[config.mk]
export PLATFORM = sky130hd
export DESIGN_NAME = usr_burst_shifter
export DESIGN_NICKNAME = d
export VERILOG_FILES = /design/src/rtl/usr_pkg.sv /design/src/rtl/usr_step.sv /design/src/rtl/usr_burst_shifter.sv
export SDC_FILE = /design/constraint.sdc
export NUM_CORES = 1
export LEC_CHECK = 0
export BUFFER_PORTS_ARGS = -buffer_cell sky130_fd_sc_hd__buf_2
export CAP_MARGIN = 20
export CORE_MARGIN = 4
export CORE_UTILIZATION = 56
export DETAILED_ROUTE_END_ITERATION = 7
export PLACE_DENSITY_LB_ADDON = 0.05
export SETUP_SLACK_MARGIN = 0.5
export SYNTH_ARGS = -nofsm -noshare
export SYNTH_HDL_FRONTEND = slang
export SYNTH_SLANG_ARGS = --single-unit
[constraint.sdc]
create_clock -name clock -period 5.4 [get_ports clock]
set_clock_uncertainty 0.05 [all_clocks]
set_input_delay 1.08 -clock clock [delete_from_list [all_inputs] [get_ports clock]]
set_output_delay 1.08 -clock clock [all_outputs]
set_load 0.01 [all_outputs]
[src/rtl/usr_pkg.sv]
// Shared types for the burst shifter: operation modes, FSM states and a mode classifier.
package usr_pkg;

    typedef enum logic [2:0] {
        NOP  = 3'b000,
        SHR  = 3'b001,
        SHL  = 3'b010,
        LOAD = 3'b011,
        ROR  = 3'b100,
        ROL  = 3'b101,
        ASR  = 3'b110,
        CLR  = 3'b111
    } usr_mode_e;

    typedef enum logic {
        IDLE  = 1'b0,
        SHIFT = 1'b1
    } state_e;

    // Modes that consume cmd_amount and may take several steps.
    function automatic logic is_shift_mode(input usr_mode_e mode);
        return (mode == SHR) || (mode == SHL) || (mode == ROR) ||
               (mode == ROL) || (mode == ASR);
    endfunction

endpackage

[src/rtl/usr_step.sv]
// One step of the universal shift register: next register value for a given mode.
module usr_step
    import usr_pkg::*;
#(
    parameter int unsigned WIDTH = 8
) (
    input  logic [WIDTH-1:0] q_i,
    input  usr_mode_e        mode_i,
    input  logic             ser_in_msb_i,
    input  logic             ser_in_lsb_i,
    input  logic [WIDTH-1:0] data_in_i,
    output logic [WIDTH-1:0] q_next_o
);

    // Decode the mode into a single-step result.
    always_comb begin
        q_next_o = q_i;
        unique case (mode_i)
            NOP:     q_next_o = q_i;
            SHR:     q_next_o = {ser_in_msb_i, q_i[WIDTH-1:1]};
            SHL:     q_next_o = {q_i[WIDTH-2:0], ser_in_lsb_i};
            LOAD:    q_next_o = data_in_i;
            ROR:     q_next_o = {q_i[0], q_i[WIDTH-1:1]};
            ROL:     q_next_o = {q_i[WIDTH-2:0], q_i[WIDTH-1]};
            ASR:     q_next_o = {q_i[WIDTH-1], q_i[WIDTH-1:1]};
            CLR:     q_next_o = '0;
            default: q_next_o = q_i;
        endcase
    end

endmodule

[src/rtl/usr_burst_shifter.sv]
// Universal shift register with a command handshake and multi-step burst shifts.
module usr_burst_shifter
    import usr_pkg::*;
#(
    parameter  int unsigned WIDTH = 8,
    localparam int unsigned AMT_W = $clog2(WIDTH) + 1
) (
    input  logic             clock,
    input  logic             reset,
    input  logic             cmd_valid,
    output logic             cmd_ready,
    input  logic [2:0]       cmd_mode,
    input  logic [AMT_W-1:0] cmd_amount,
    input  logic [WIDTH-1:0] data_in,
    input  logic             ser_in_msb,
    input  logic             ser_in_lsb,
    output logic [WIDTH-1:0] data_out,
    output logic             ser_out_msb,
    output logic             ser_out_lsb,
    output logic             busy,
    output logic             done
);

    state_e           state_q, state_d;
    usr_mode_e        mode_q, mode_d;
    logic [AMT_W-1:0] cnt_q, cnt_d;
    logic [WIDTH-1:0] data_q, data_d;
    logic             done_q, done_d;

    usr_mode_e        cmd_mode_e;
    usr_mode_e        step_mode;
    logic [WIDTH-1:0] step_q;

    assign cmd_mode_e = usr_mode_e'(cmd_mode);
    // In IDLE the step unit serves the incoming command; in SHIFT the latched mode.
    assign step_mode  = (state_q == SHIFT) ? mode_q : cmd_mode_e;

    usr_step #(
        .WIDTH(WIDTH)
    ) u_step (
        .q_i         (data_q),
        .mode_i      (step_mode),
        .ser_in_msb_i(ser_in_msb),
        .ser_in_lsb_i(ser_in_lsb),
        .data_in_i   (data_in),
        .q_next_o    (step_q)
    );

    // Next-state logic: accept in IDLE, one step per cycle in SHIFT.
    always_comb begin
        state_d = state_q;
        mode_d  = mode_q;
        cnt_d   = cnt_q;
        data_d  = data_q;
        done_d  = 1'b0;
        unique case (state_q)
            IDLE: begin
                if (cmd_valid) begin
                    if (is_shift_mode(cmd_mode_e)) begin
                        if (cmd_amount == '0) begin
                            done_d = 1'b1;
                        end else begin
                            data_d = step_q;
                            mode_d = cmd_mode_e;
                            cnt_d  = cmd_amount - AMT_W'(1);
                            if (cmd_amount == AMT_W'(1)) begin
                                done_d = 1'b1;
                            end else begin
                                state_d = SHIFT;
                            end
                        end
                    end else begin
                        data_d = step_q;
                        done_d = 1'b1;
                    end
                end
            end
            SHIFT: begin
                data_d = step_q;
                cnt_d  = cnt_q - AMT_W'(1);
                if (cnt_q == AMT_W'(1)) begin
                    state_d = IDLE;
                    done_d  = 1'b1;
                end
            end
            default: state_d = IDLE;
        endcase
    end

    // State registers; reset aborts any burst without a done pulse.
    always_ff @(posedge clock) begin
        if (reset) begin
            state_q <= IDLE;
            mode_q  <= NOP;
            cnt_q   <= '0;
            data_q  <= '0;
            done_q  <= 1'b0;
        end else begin
            state_q <= state_d;
            mode_q  <= mode_d;
            cnt_q   <= cnt_d;
            data_q  <= data_d;
            done_q  <= done_d;
        end
    end

    assign cmd_ready   = (state_q == IDLE);
    assign busy        = (state_q == SHIFT);
    assign done        = done_q;
    assign data_out    = data_q;
    assign ser_out_msb = data_q[WIDTH-1];
    assign ser_out_lsb = data_q[0];

endmodule

==> summary.md <==
| Metric | Value |
|---|---|
| Status | `finished, final reports clean` |
| N_diodes | `0` |
| CP arrival | `2.76 ns` |
| Top-count cell post-synth | `dfxtp_1` |
| Register area share after synthesis | `0.2675` |
| Post-route ant nets | `0` |
| Crit. Startpoint | `cmd_amount[0]` |
| Layout cells sized above 1 | `0.3558` |
| CP endpoint kind | `flip-flop` |
| Cells along the critical path | `buf_2 -> inv_1 -> ha_1 -> or3b_1 -> and4_1 -> mux2_2 -> o221a_1` |
| Min cycle time layout | `2.622 ns` |
| Max-Cap Viols | `0` |
| Top FF cell, synth | `dfxtp_1` |
| #FFs+latches synth | `17` |
| Slew Viols, Final | `0` |
| Worst-Margin Slew | `0.5911 ns` |
| Core area | `2062 um2` |
| Initial antenna violation count | `0` |
| GRT Total Usage | `0.1992` |
| Die W | `55.67 um` |
| Peak VDD IR | `0.1732 mV` |
| GP Congestion | `0.8017` |
| R2r endpoint | `data_out[4]` |
| Post-Syn Area | `1272 um2` |
| Clk root buf | `clkbuf_4` |
| Vias/cell | `6.321` |
| Post-synth cell types | `43` |
| EDFF count, synth | `0` |
| Cell Pwr Density | `243.8 nW/um2` |
| Cells after DPL | `186` |
| Die Area | `3099 um2` |
| Htree depth | `1` |
| Final cell count without fillers | `190` |
| RR Startpoint | `busy` |
| Syn nets | `159` |
| R2r setup slk | `3.14 ns` |
| CP max FO | `8` |
| Tightest Hold Check Type | `flip-flop to flip-flop` |
| Max Clk Rate | `381.4 MHz` |
| Avg Cell Area, Syn | `9.426 um2` |
| # setup viols final | `0` |
| Crit path to | `cnt_q[2]` |
| First-pass GRT wire length | `5.037 mm` |
| DRC violations left | `0` |
| Leakage | `0.5480 nW` |
| CTS-repair resized insts | `0` |
| Setup CP Type | `input port to flip-flop` |
| Post-synth top cells | `17 x dfxtp_1, 13 x a21oi_1, 12 x o21ai_0` |
| FP Rows | `16` |
| GRT overflow | `0` |
| Hold-fix buffers at CTS | `0` |
| RSZ-0062 raised after global routing | `no` |
| Worst Path Required | `5.53 ns` |
| Area grow syn2layout | `12.29%` |
| Largest area contributor in the netlist | `dfxtp_1` |
| Post-synth ARST share | `0` |
| Io pins | `33` |
| Setup_tns | `0 ns` |
| Worst path slowest cell | `or3b_1` |
| Critical Path Source Type | `input port` |
| Clock tree sinks | `17` |
| Vias | `1201` |
| DRT iter0 DRCs | `49` |
| Wire per inst | `16.47 um` |
| Slowest stage delay, CP | `0.40 ns` |
| Die Ht | `55.67 um` |
| 1st-pass router iterations | `4` |
| CTS tree | `yes` |
| Slew headroom | `0.5982` |
| Top cells by area, synth | `dfxtp_1 27%, a311oi_2 7.1%, a21oi_1 5.1%` |
| Postcts setup bufs | `0` |
| Post-DP HPWL | `2.319 mm` |
| Nets | `188` |
| Largest net degree at the start of global routing | `23` |
| Final Hold Fails | `0` |
| Cells after Synth | `135` |
| YS warnings | `0` |
| IO buf count | `32` |
| Clock tree buffer depth | `2` |
| Clk_lat worst skew | `0.28 ns` |
| Top-area cell type share of the netlist area | `0.2675` |
| Vias in the first global route | `1082` |
| R2r worst-path depth | `5` |
| Final WL | `3.130 mm` |
| Fin crit share | `0.4855` |
| Total CTS buffers | `3` |
| Clk slew on worst S/H paths | `0.10 ns` |
| Starting Density | `0.6171` |
## through the flow
step	setup WS, ns	area (um2)	hold slack, ns	utilization	total power, mW
global placement	2.594	1403	0.4078	0.6802	0.2759
floorplan	2.720	1272	0.3853	-	0.2485
global route	2.707	1429	0.4804	0.6930	0.3685
CTS	2.802	1429	0.4369	0.6930	0.3481
detailed placement	2.493	1403	0.4223	0.6802	0.2800
finish	2.778	1429	0.4339	0.6930	0.3484
## area by class of cell
| type | instances | area (um2) |
|---|---|---|
| multi-input cells | 100 | 827.0 |
| fillers | 179 | 633.1 |
| flip-flops and latches | 17 | 340.3 |
| repair buffers | 33 | 167.7 |
| inverters | 9 | 33.78 |
| well taps | 27 | 33.78 |
| clock buffers | 4 | 26.28 |
## report_power, final
| part | internal (mW) | switching, mW | leakage (nW) | total [mW] |
|---|---|---|---|---|
| Combinational | 0.0536 | 0.0732 | 0.393 | 0.127 |
| Sequential | 0.139 | 0.0129 | 0.140 | 0.152 |
| Clock | 0.0287 | 0.0409 | 0.0150 | 0.0695 |
## registers in the layout, summed over array words and instances (netlist names)
| name | flops |
|---|---|
| busy | 1 |
| cnt_q | 4 |
| data_out | 8 |
| done | 1 |
| mode_q | 3 |
## cells in the final DEF, fill, tap and decap left out, types with 2 or more instances in the layout
cell type	netlist	layout
a211oi_1	2	2
a21oi_1	13	13
a22oi_1	6	6
a311oi_1	2	2
a311oi_2	6	6
a31oi_1	4	4
buf_2	0	32
clkbuf_4	0	3
dfxtp_1	17	17
ha_1	4	4
inv_1	8	8
mux2_2	4	4
mux2i_1	2	2
mux2i_2	2	2
mux2i_4	2	2
nand2_1	4	4
nand3_1	5	5
nor2_1	5	5
nor3_1	4	4
nor3_2	3	3
o21ai_0	12	12
xor2_1	2	2
## critical path, delay by kind of cell
family / cells / cell delay (ns)
adder cells (fa/ha/maj): 1 / 0.22
multiplexers: 1 / 0.31
AND/OR/NAND/NOR: 2 / 0.72
buffers and inverters: 2 / 0.20
AO/OA/AOI/OAI: 1 / 0.22
## per-layer routing
metal	up-vias	wire (um)	global-route usage
li1	587	-	-
met1	556	1374	0.2737
met4	0	24	0.06250
met3	4	242	0.03480
met5	-	0	0
met2	54	1488	0.3142
## cell families (layout without fill, tap and decap cells)
logic type / after synthesis / in the layout / synth area share
AO/OA/AOI/OAI: 53 / 53 / 0.3186
XOR/XNOR: 2 / 2 / 0.01377
adder cells (fa/ha/maj): 4 / 4 / 0.03933
buffers and inverters: 18 / 46 / 0.08259
flip-flops: 17 / 17 / 0.2675
multiplexers: 11 / 11 / 0.1200
AND/OR/NAND/NOR: 30 / 30 / 0.1583
## how the worst min path moves through the flow
stage,from,depth (start not counted),slack [ns],end
after floorplan,cnt_q[3],2,0.39,cnt_q[3]
after global placement,cnt_q[3],2,0.41,cnt_q[3]
after detailed placement,cnt_q[3],2,0.42,cnt_q[3]
after CTS,cnt_q[3],2,0.44,cnt_q[3]
after global routing,cnt_q[3],2,0.48,cnt_q[3]
final,cnt_q[3],2,0.43,cnt_q[3]
No activity file was read; power rests on OpenSTA's default activity.
